File: src/rtl/cu_pkg.sv
// rtl/cu_pkg.sv - microword field layout, state numbers, next-address modes and microstore table (CU_LSM_EN gates LSM decode/status)
package cu_pkg;

    // Optional load/store-multiple support, resolved once here for every importer.
`ifdef CU_LSM_EN
    localparam logic LSM_EN = 1'b1;
`else
    localparam logic LSM_EN = 1'b0;
`endif

    // Microword field positions; bit 53 and bits 63:58 are always zero.
    localparam int N_HI      = 57;
    localparam int N_LO      = 55;
    localparam int INV_BIT   = 54;
    localparam int S_HI      = 52;
    localparam int S_LO      = 50;
    localparam int CR15_8_HI = 49;
    localparam int CR15_8_LO = 42;
    localparam int CR7_0_HI  = 41;
    localparam int CR7_0_LO  = 34;
    localparam int CTL_W     = 34;

    // Datapath control bit positions within CTL (FRLd at the top, MF at bit 0).
    localparam int FRLD  = 33;
    localparam int RFLD  = 32;
    localparam int IRLD  = 31;
    localparam int MARLD = 30;
    localparam int MDRLD = 29;
    localparam int RW    = 28;
    localparam int MOV   = 27;
    localparam int MF    = 0;

    localparam logic [CTL_W-1:0] C_NONE  = '0;
    localparam logic [CTL_W-1:0] C_FRLD  = 34'd1 << FRLD;
    localparam logic [CTL_W-1:0] C_RFLD  = 34'd1 << RFLD;
    localparam logic [CTL_W-1:0] C_IRLD  = 34'd1 << IRLD;
    localparam logic [CTL_W-1:0] C_MARLD = 34'd1 << MARLD;
    localparam logic [CTL_W-1:0] C_MDRLD = 34'd1 << MDRLD;
    localparam logic [CTL_W-1:0] C_RW    = 34'd1 << RW;
    localparam logic [CTL_W-1:0] C_MOV   = 34'd1 << MOV;
    localparam logic [CTL_W-1:0] C_MF    = 34'd1 << MF;

    // Next-address modes (N2-N0).
    typedef enum logic [2:0] {
        N_ENC      = 3'b000,
        N_INC      = 3'b001,
        N_CR       = 3'b010,
        N_STS_CR   = 3'b011,
        N_WAIT     = 3'b100,
        N_STS_ENC  = 3'b101,
        N_STS_CR15 = 3'b110,
        N_CR_ALT   = 3'b111
    } nmode_t;

    // Status selects (S2-S0); 101..111 read constant 0.
    typedef enum logic [2:0] {
        S_MOC     = 3'b000,
        S_COND    = 3'b001,
        S_LSM_DET = 3'b010,
        S_LSM_END = 3'b011,
        S_ONE     = 3'b100,
        S_ZERO    = 3'b111
    } smode_t;

    // Microprogram state numbers.
    localparam logic [7:0] ST_RESET     = 8'd0;
    localparam logic [7:0] ST_FETCH     = 8'd1;
    localparam logic [7:0] ST_READ      = 8'd2;
    localparam logic [7:0] ST_IRLOAD    = 8'd3;
    localparam logic [7:0] ST_DECODE    = 8'd4;
    localparam logic [7:0] ST_DP_SHIFT  = 8'd10;
    localparam logic [7:0] ST_DP_IMM    = 8'd11;
    localparam logic [7:0] ST_DP_REGSH  = 8'd14;
    localparam logic [7:0] ST_LD_OFF_I0 = 8'd16;
    localparam logic [7:0] ST_LD_PST_I0 = 8'd17;
    localparam logic [7:0] ST_LD_PRE_I0 = 8'd18;
    localparam logic [7:0] ST_ST_PRE_I0 = 8'd19;
    localparam logic [7:0] ST_ST_OFF_I0 = 8'd20;
    localparam logic [7:0] ST_LD_OFF_I1 = 8'd21;
    localparam logic [7:0] ST_LD_PST_I1 = 8'd22;
    localparam logic [7:0] ST_LD_PRE_I1 = 8'd23;
    localparam logic [7:0] ST_ST_PST_I0 = 8'd24;
    localparam logic [7:0] ST_ST_OFF_I1 = 8'd25;
    localparam logic [7:0] ST_ST_PRE_I1 = 8'd26;
    localparam logic [7:0] ST_ST_PST_I1 = 8'd27;
    localparam logic [7:0] ST_LSM_ST    = 8'd30;
    localparam logic [7:0] ST_LSM_LD    = 8'd31;
    localparam logic [7:0] ST_BRANCH    = 8'd43;
    localparam logic [7:0] ST_BRLINK    = 8'd44;

    // Pack one microword from its fields.
    function automatic logic [63:0] uword(input nmode_t n, input logic inv, input smode_t s,
                                          input logic [7:0] cr15_8, input logic [7:0] cr7_0,
                                          input logic [CTL_W-1:0] ctl);
        return {6'b0, n, inv, 1'b0, s, cr15_8, cr7_0, ctl};
    endfunction

    // 256x64 microstore; every unlisted address returns to fetch with no controls.
    function automatic logic [63:0] microstore(input logic [7:0] addr);
        logic [63:0] w;
        case (addr)
            ST_RESET:     w = uword(N_CR,      1'b0, S_MOC,     8'd0,     ST_FETCH,  C_NONE);
            ST_FETCH:     w = uword(N_INC,     1'b0, S_MOC,     8'd0,     8'd0,      C_MARLD);
            ST_READ:      w = uword(N_WAIT,    1'b0, S_MOC,     8'd0,     8'd0,      C_MOV | C_RW);
            ST_IRLOAD:    w = uword(N_INC,     1'b0, S_MOC,     8'd0,     8'd0,      C_IRLD);
            ST_DECODE:    w = uword(N_STS_ENC, 1'b0, S_COND,    8'd0,     ST_FETCH,  C_NONE);
            ST_DP_SHIFT,
            ST_DP_IMM,
            ST_DP_REGSH:  w = uword(N_CR,      1'b0, S_MOC,     8'd0,     ST_FETCH,  C_RFLD | C_FRLD);
            ST_LD_OFF_I0, ST_LD_PST_I0, ST_LD_PRE_I0,
            ST_LD_OFF_I1, ST_LD_PST_I1, ST_LD_PRE_I1:
                          w = uword(N_CR,      1'b0, S_MOC,     8'd0,     ST_FETCH,  C_MARLD | C_MDRLD);
            ST_ST_PRE_I0, ST_ST_OFF_I0, ST_ST_PST_I0,
            ST_ST_OFF_I1, ST_ST_PRE_I1, ST_ST_PST_I1:
                          w = uword(N_CR,      1'b0, S_MOC,     8'd0,     ST_FETCH,  C_MARLD | C_MOV);
            // List walk: leave on list end, otherwise keep scanning this state.
            ST_LSM_ST,
            ST_LSM_LD:    w = uword(N_STS_CR15, 1'b0, S_LSM_END, ST_FETCH, addr,     C_MARLD | C_MF);
            ST_BRANCH:    w = uword(N_CR,      1'b0, S_MOC,     8'd0,     ST_FETCH,  C_RFLD);
            ST_BRLINK:    w = uword(N_CR,      1'b0, S_MOC,     8'd0,     ST_FETCH,  C_RFLD | C_MF);
            default:      w = uword(N_CR,      1'b0, S_MOC,     8'd0,     ST_FETCH,  C_NONE);
        endcase
        return w;
    endfunction

endpackage

File: src/rtl/cu_encoder.sv
// rtl/cu_encoder.sv - combinational instruction decode to microprogram entry state (CU_LSM_EN gates LSM entry)
module cu_encoder
    import cu_pkg::*;
(
    input  logic [31:0] ir,
    output logic [7:0]  state
);

    logic i_bit, p_bit, w_bit, l_bit;
    logic ir_unused;

    assign i_bit = ir[25];
    assign p_bit = ir[24];
    assign w_bit = ir[21];
    assign l_bit = ir[20];
    assign ir_unused = ^{ir[31:28], ir[23:22], ir[19:8], ir[6:5], ir[3:0]};

    // Map the instruction class and addressing mode onto its first microstate.
    always_comb begin
        state = ST_FETCH;
        case (ir[27:25])
            3'b000: begin
                if (!ir[4])      state = ST_DP_SHIFT;
                else if (!ir[7]) state = ST_DP_REGSH;
            end
            3'b001: state = ST_DP_IMM;
            3'b010, 3'b011: begin
                case ({i_bit, l_bit})
                    2'b01:   state = !p_bit ? ST_LD_PST_I0 : (w_bit ? ST_LD_PRE_I0 : ST_LD_OFF_I0);
                    2'b00:   state = !p_bit ? ST_ST_PST_I0 : (w_bit ? ST_ST_PRE_I0 : ST_ST_OFF_I0);
                    2'b11:   state = !p_bit ? ST_LD_PST_I1 : (w_bit ? ST_LD_PRE_I1 : ST_LD_OFF_I1);
                    default: state = !p_bit ? ST_ST_PST_I1 : (w_bit ? ST_ST_PRE_I1 : ST_ST_OFF_I1);
                endcase
            end
            3'b100: begin
                if (LSM_EN) state = l_bit ? ST_LSM_LD : ST_LSM_ST;
            end
            3'b101: state = p_bit ? ST_BRLINK : ST_BRANCH;
            default: ;
        endcase
    end

endmodule

File: src/rtl/control_unit_p.sv
// rtl/control_unit_p.sv - microprogrammed control unit top (CU_LSM_EN enables LSM status inputs)
module control_unit_p
    import cu_pkg::*;
(
    input  logic        CLK,
    input  logic        RESET,
    input  logic [31:0] IR,
    input  logic        MOC,
    input  logic        COND,
    input  logic        LSM_DETECT,
    input  logic        LSM_END,
    output logic [33:0] CTL
);

    logic [63:0] q;
    logic [7:0]  cur_state;
    logic [7:0]  inc_state;
    logic [7:0]  next_state;
    logic [7:0]  enc_state;
    logic [7:0]  cr15_8;
    logic [7:0]  cr7_0;
    logic [2:0]  smode;
    nmode_t      nmode;
    logic        inv;
    logic        status;
    logic        sts;
    logic        q_unused;

    assign nmode    = nmode_t'(q[N_HI:N_LO]);
    assign inv      = q[INV_BIT];
    assign smode    = q[S_HI:S_LO];
    assign cr15_8   = q[CR15_8_HI:CR15_8_LO];
    assign cr7_0    = q[CR7_0_HI:CR7_0_LO];
    assign CTL      = q[CTL_W-1:0];
    assign q_unused = ^{q[63:58], q[53]};

    cu_encoder u_encoder (
        .ir    (IR),
        .state (enc_state)
    );

    // Status multiplexer; LSM inputs read as 0 when the feature is built out.
    always_comb begin
        status = 1'b0;
        case (smode)
            S_MOC:     status = MOC;
            S_COND:    status = COND;
            S_LSM_DET: status = LSM_DETECT & LSM_EN;
            S_LSM_END: status = LSM_END & LSM_EN;
            S_ONE:     status = 1'b1;
            default:   status = 1'b0;
        endcase
        sts = status ^ inv;
    end

    // Next microaddress selection from the current microword.
    always_comb begin
        next_state = cr7_0;
        case (nmode)
            N_ENC:      next_state = enc_state;
            N_INC:      next_state = inc_state;
            N_CR:       next_state = cr7_0;
            N_STS_CR:   next_state = sts ? cr7_0 : inc_state;
            N_WAIT:     next_state = sts ? inc_state : cur_state;
            N_STS_ENC:  next_state = sts ? enc_state : cr7_0;
            N_STS_CR15: next_state = sts ? cr15_8 : cr7_0;
            N_CR_ALT:   next_state = cr7_0;
        endcase
    end

    // State, incrementer and control register; reset overrides any pending wait.
    always_ff @(posedge CLK) begin
        if (RESET) begin
            cur_state <= ST_RESET;
            inc_state <= 8'd1;
            q         <= microstore(ST_RESET);
        end else begin
            cur_state <= next_state;
            inc_state <= next_state + 8'd1;
            q         <= microstore(next_state);
        end
    end

endmodule

File: config.mk
export PLATFORM = sky130hd
export DESIGN_NAME = control_unit_p
export DESIGN_NICKNAME = d
export VERILOG_FILES = /design/src/rtl/cu_pkg.sv /design/src/rtl/cu_encoder.sv /design/src/rtl/control_unit_p.sv
export SDC_FILE = /design/constraint.sdc
export NUM_CORES = 1
export LEC_CHECK = 0
export ABC_CLOCK_PERIOD_IN_PS = 10200
export CORE_ASPECT_RATIO = 0.8
export CORE_MARGIN = 4
export CORE_UTILIZATION = 45
export CTS_CLUSTER_SIZE = 20
export DETAILED_ROUTE_END_ITERATION = 8
export GPL_TIMING_DRIVEN = 1
export PLACE_DENSITY = 0.79
export SYNTH_ARGS = -nofsm -noshare
export SYNTH_HDL_FRONTEND = slang
export SYNTH_HIERARCHICAL = 1
export SYNTH_SLANG_ARGS = --single-unit
File: constraint.sdc
create_clock -name CLK -period 10.2 [get_ports CLK]
set_clock_uncertainty 0.05 [all_clocks]
set_input_delay 2.04 -clock CLK [delete_from_list [all_inputs] [get_ports CLK]]
set_output_delay 2.04 -clock CLK [all_outputs]
set_load 0.02 [all_outputs]
### Word level (Yosys, flattened, before mapping)

Index checks and enable logic that the tools add are counted.

* reductions and logical operators: 10
* add/subtract/negate cells: 1
* divide/modulo/power cells: 0
* multiply operators: 0
* bitwise logic cells: 1
* order comparisons: 0
* eq/ne operators: 38
* shift operators: 0
* mux-type cells: 20

Operators with widths (number)
* 58-bit case mux with 10 select lines: 1
* 8-bit by 5-bit equality test with 1-bit output, second input constant: 14
* 8-bit 2-to-1 mux: 9
* 8-bit case mux with 7 select lines: 1
* 8-bit case mux with 4 select lines: 1
* 8-bit by 4-bit equality test with 1-bit output, second input constant: 3
* 8-bit case mux with 3 select lines: 1
* 3-bit equality test, second input constant: 6
* 8-bit by 2-bit equality test with 1-bit output, second input constant: 2
* 8-bit by 6-bit equality test with 1-bit output, second input constant: 2
* 3-bit by 2-bit equality test with 1-bit output, second input constant: 4
* 6-bit OR reduction: 2
* 3-bit by 1-bit equality test with 1-bit output, second input constant: 3
* 3-bit zero test: 3
* 8-bit by 1-bit adder with 8-bit output, second input constant: 1
* 8-bit by 1-bit equality test with 1-bit output, second input constant: 1
* 8-bit by 3-bit equality test with 1-bit output, second input constant: 1
* 2-bit 2-to-1 mux: 3
* 3-bit 2-to-1 mux: 2
* 2-bit OR reduction: 3
* 4-bit 2-to-1 mux: 1
* 1-bit case mux with 3 select lines: 1
* 3-bit OR reduction: 1
* 2-bit by 1-bit equality test with 1-bit output, second input constant: 1
* 3 further kinds: 3

* bits of input ports: 38
* RAM bits: 0
* memories: 0
* logic and storage cells: 73
* latch bits: 0
* output and inout bits: 34
* register bits after elaboration: 74
* memory bits (read-only): 0

### Depth between registers and ports, before layout

* depth after elaboration: 9
* gate-level depth with buffers: 16
* mapped depth without buffers: 15

### Cells and area by module

The synthesis kept the hierarchy.

Modules (own cells, without submodules)
* control_unit_p: instances 1, cells each 272, area an instance 2399.8 sq um, sequential area each 740.7 sq um
* cu_encoder: instances 1, cells each 29, area an instance 219.0 sq um, sequential area each 0.0 sq um

### Least setup slack after synthesis

No wires, ideal clock.

* kind: input -> register
* start point: input port MOC
* end point: register q[27]
* stages: 13
* arrival time: 4627 ps
* library setup time: 114 ps
* data required time: 10036 ps
* buffers on the path: 1
* path slack: 5409 ps
* cell sequence: mux2_4 > a21boi_4 > nor3_4 > a221o_1 > nor2_1 > inv_1 > ha_1 > clkbuf_1 > or3_1 > nor4b_1 > o32ai_1 > nor4_1 > a21o_1

* longest elaborated chain between the ends: 7
* elaborated cells on any way between the ends: 35
* classes of those cells: 23 x eq/ne; 7 x mux; 1 x bitwise; 4 x reduce/logical

RTL lines
* start, declared: line control_unit_p.sv:8 `input logic MOC,`
* 1-bit case mux with 3 select lines (*): line control_unit_p.sv:45 `case (smode)`
* 1-bit XOR (*): line control_unit_p.sv:53 `sts = status ^ inv;`
* 8-bit 2-to-1 mux (on tied branches)
* 8-bit case mux with 7 select lines (*): line control_unit_p.sv:59 `case (nmode)`
* via next_state[0]: line control_unit_p.sv:18 `logic [7:0] next_state;`
* 8-bit by 5-bit equality test with 1-bit output or 8-bit by 4-bit equality test with 1-bit output (tied branches): line cu_pkg.sv:101 `case (addr)`
* 6-bit OR reduction, or another cell as far along: line cu_pkg.sv:101
* 58-bit case mux with 10 select lines (*): line cu_pkg.sv:101
* end signal, assigned: line control_unit_p.sv:76 `q <= microstore(ST_RESET);`
* end signal, assigned: line control_unit_p.sv:80 `q <= microstore(next_state);`
* end, declared: line control_unit_p.sv:15 `logic [63:0] q;`

The timed path passes the listed nets; every way through them passes the cells marked *.
A chain may end at the register's enable or synchronous reset.

### Worst setup path after layout

* start point: input port IR[25]
* end point: register q[27]

* longest elaborated chain between the ends: 8
* elaborated cells on any way between the ends: 41
* classes of those cells: 29 x eq/ne; 5 x mux; 7 x reduce/logical

RTL lines
* start, declared: line control_unit_p.sv:7 `input logic [31:0] IR,`
* 2-bit equality test, or another cell as far along: line cu_encoder.sv:28 `case ({i_bit, l_bit})`
* 8-bit case mux with 3 select lines or 2-bit OR reduction (tied branches): line cu_encoder.sv:28, cu_encoder.sv:21
* 8-bit case mux with 4 select lines (*): line cu_encoder.sv:21 `case (ir[27:25])`
* via enc_state[0]: line control_unit_p.sv:19 `logic [7:0] enc_state;`
* 8-bit 2-to-1 mux: line control_unit_p.sv:65 `N_STS_ENC: next_state = sts ? enc_state : cr7_0;`
* 8-bit case mux with 7 select lines (*): line control_unit_p.sv:59
* via next_state[0]: line control_unit_p.sv:18
* 8-bit by 5-bit equality test with 1-bit output or 8-bit by 4-bit equality test with 1-bit output (tied branches): line cu_pkg.sv:101
* 6-bit OR reduction, or another cell as far along: line cu_pkg.sv:101
* 58-bit case mux with 10 select lines (*): line cu_pkg.sv:101

Marks and branches as above.

==> results_dict.tcl <==
set metrics [dict create \
    cp_max_fo 11 \
    dieArea_sq_um 7110 \
    synth_edf_count 0 \
    syn_inst 301 \
    fmaxAchievable_ghz 0.182 \
    antenna_found_initial 0 \
    critPathLaunchType "input port" \
    synth_common_cells "dfxtp_1, buf_4, nor2_1, inv_1" \
    ios 72 \
    pwr-share-clk_pct 38.3 \
    peakVddDrop_uv 75.4 \
    arrival_ps 5650 \
    grt_pass1_wl_mm 10.7 \
    clk_latency_ps 290 \
    finalMaxSlewViolations 0 \
    outcome "completed" \
    io_buffers 19 \
    p_seq_share_pct 38.9 \
    seq_area_frac_synth_pct 28.3 \
    syn_area_per_cell_sq_um 8.70 \
    nFillCells 516 \
    synth_compound_area_share_pct 28.0 \
    core_sq_um 5560 \
    power_mw 0.405 \
    yosysMostFrequentCell "dfxtp_1" \
    finalSetupTns_ps 0 \
    synthArstFlopShare_pct 0 \
    synthMuxAreaShare_pct 2.25 \
    grt_max_degree 25 \
    power_leakage_nw 1.03 \
    syn_to_final_growth_pct 7.21 \
    antenna_left 0 \
    path_clk_slew_ps 80 \
    grt_pass1_vias 2096 \
    path_cells "clkdlybuf4s50_1 > nand3b_1 > nor2_1 > o211ai_2 > nand2_1 > a21oi_1 > a221o_1 > nor2_1 > inv_1 > ha_1 > or3_1 > nor4b_1 > o32ai_1 > nor4_1 > a21o_1" \
    max_slew_margin_pct 34.6 \
    cp-endpoint "q[27]" \
    maxCapViolCount 0 \
    rr_worst_depth 12 \
    gr-total-overflow 0 \
    wl_mm 6.60 \
    num_vias 2345 \
    startpoint "IR[25]" \
    r2r-end "q[27]" \
    max_stage_delay_ps 700 \
    clock_path_buffers 2 \
    place.gp.congestion 0.939 \
    post-dp-hpwl_mm 4.74 \
    hp-class "register to register" \
    grt_usage_pct 18.6 \
    worstHoldStart "q[41]" \
    cp.required_ps 10340 \
    critical_path.most_common_cell "nor2_1" \
    cts_max_level 2 \
    detail_route.wl_per_cell_um 17.2 \
    worst_slack_ps 4690 \
    drc_errors 0 \
    synth-seq-cells 37 \
    dr.pass1.iters 6 \
    cts_tree "built" \
    r2r_slack_ps 6310 \
    rows 24 \
    hold_violations 0 \
    post_cts_buffers 0 \
    p_sw_share_pct 30.3 \
    netlist_area_sq_um 2620 \
    numCtsBuffers 5 \
    comb_power_share_pct 22.8 \
    viasPerCell 6.11 \
    end_kind "register" \
    diodes 0 \
    holdBufCountCts 0 \
    place_area_sq_um 2670 \
    yosys.area_share.simple_pct 23.0 \
    clock_sinks 37 \
    p_int_mw 0.282 \
    synth_cell_types 73 \
    post-place-ws_ps 4460 \
    synth_top_flop_cell "dfxtp_1" \
    reg2reg_from "q[51]" \
    critical-path-slowest-cell "clkdlybuf4s50_1" \
    setup_viol 0 \
    fin_crit_ps 5510 \
    yosys_warnings 6 \
    die_x_um 93.3 \
    synth_top_family_by_area "compound AO/OA/AOI/OAI gates" \
    yosysTopAreaCell "dfxtp_1" \
    switchingPower_mw 0.123 \
    cts_resized 0 \
    design_area_sq_um 2810 \
    power_density_nw_per_um2 144 \
    layout-drive-gt1-share_pct 11.8 \
    crit_type "input port to register" \
    clock-root-buffer "clkbuf_8" \
    final_util_pct 50.5 \
    drt_iter0_markers 417 \
    finalCritPeriodShare_pct 54.0 \
    final_nets 347 \
    synth_area_leaders "dfxtp_1, buf_4, nor2_1" \
    synth-xor-area-share_pct 0.669 \
    rsz0062_at_grt "no" \
    tightest_slew_ps 977 \
    start_util_pct 47.1 \
    synth_fa_ha_area_share_pct 1.91 \
    die_h_um 76.2 \
    netlist.area_leader.share_pct 28.3 \
]
## power by group through the flow
stage               Combinational (mW)  Sequential (mW)  Clock, mW
floorplan                       0.0786            0.157          0
global placement                0.0877            0.160          0
detailed placement              0.0887            0.161          0
CTS                             0.0894            0.157      0.155
global route                    0.0996            0.158      0.162
finish                          0.0925            0.158      0.155
## sequential cells by signal, indices dropped and copies added, names as in the netlist
signal     flops
q             21
cur_state      8
inc_state      8
## worst max-delay path, delay by kind of cell
kind / cells / cell delay [ps]
compound gates: 5 / 840
simple gates: 7 / 1600
fa+ha+maj: 1 / 340
buf+inv: 2 / 830
## kinds of logic (layout without fill, tap and decap cells)
logic type / Yosys count / count (layout)
fa+ha+maj: 4 / 4
buf+inv: 67 / 43
flops: 37 / 37
mux: 4 / 4
other cells: 2 / 31
simple gates: 98 / 98
xor+xnor: 2 / 2
compound gates: 87 / 87
## layout make-up
class | count | area (sq um) | share of cell area [%]
sequential | 37 | 741 | 26.4
clock buffer | 5 | 68.8 | 2.45
inverter | 15 | 56.3 | 2.01
clock inverter | 3 | 68.8 | 2.45
tap | 78 | 97.6 | 3.48
timing repair buffer | 20 | 198 | 7.04
multi-input combinational | 226 | 1580 | 56.2
## how the worst min path moves through the flow
stage / cells after the start / to
CTS: 2 / cur_state[7]
floorplan: 2 / cur_state[7]
detailed placement: 2 / cur_state[7]
global route: 2 / cur_state[7]
global placement: 2 / cur_state[7]
finish: 2 / cur_state[7]
## placed cells by master, fill, tap and decap left out, types with 4 or more instances in the layout
| cell | instances |
|---|---|
| nand3_1 | 7 |
| nand2_1 | 13 |
| ha_1 | 4 |
| a21oi_1 | 13 |
| a21o_1 | 4 |
| o21ai_0 | 7 |
| clkdlybuf4s50_1 | 19 |
| nand4_1 | 7 |
| conb_1 | 31 |
| nor4_1 | 6 |
| a221o_1 | 4 |
| nor3_1 | 6 |
| clkbuf_8 | 5 |
| inv_1 | 14 |
| dfxtp_1 | 37 |
| o22ai_1 | 4 |
| nor2_1 | 27 |
| nor4b_1 | 4 |
| o211ai_1 | 6 |
| o31a_1 | 4 |
| nor3_2 | 4 |
## per-layer routing
metal / track usage, % / share of wire (%)
met1: 26.7 / 43
met2: 27.8 / 45
met3: 5.13 / 11
met4: 3.22 / 0.67
met5: 0 / 0
## through the flow
stage                     hold slack (ps)  instances
after floorplan                       461        330
final                                 540        384
after global placement                508        376
after global routing                  577        384
after CTS                             541        384
after detailed placement              523        376
(Power assumes the default switching activity.)
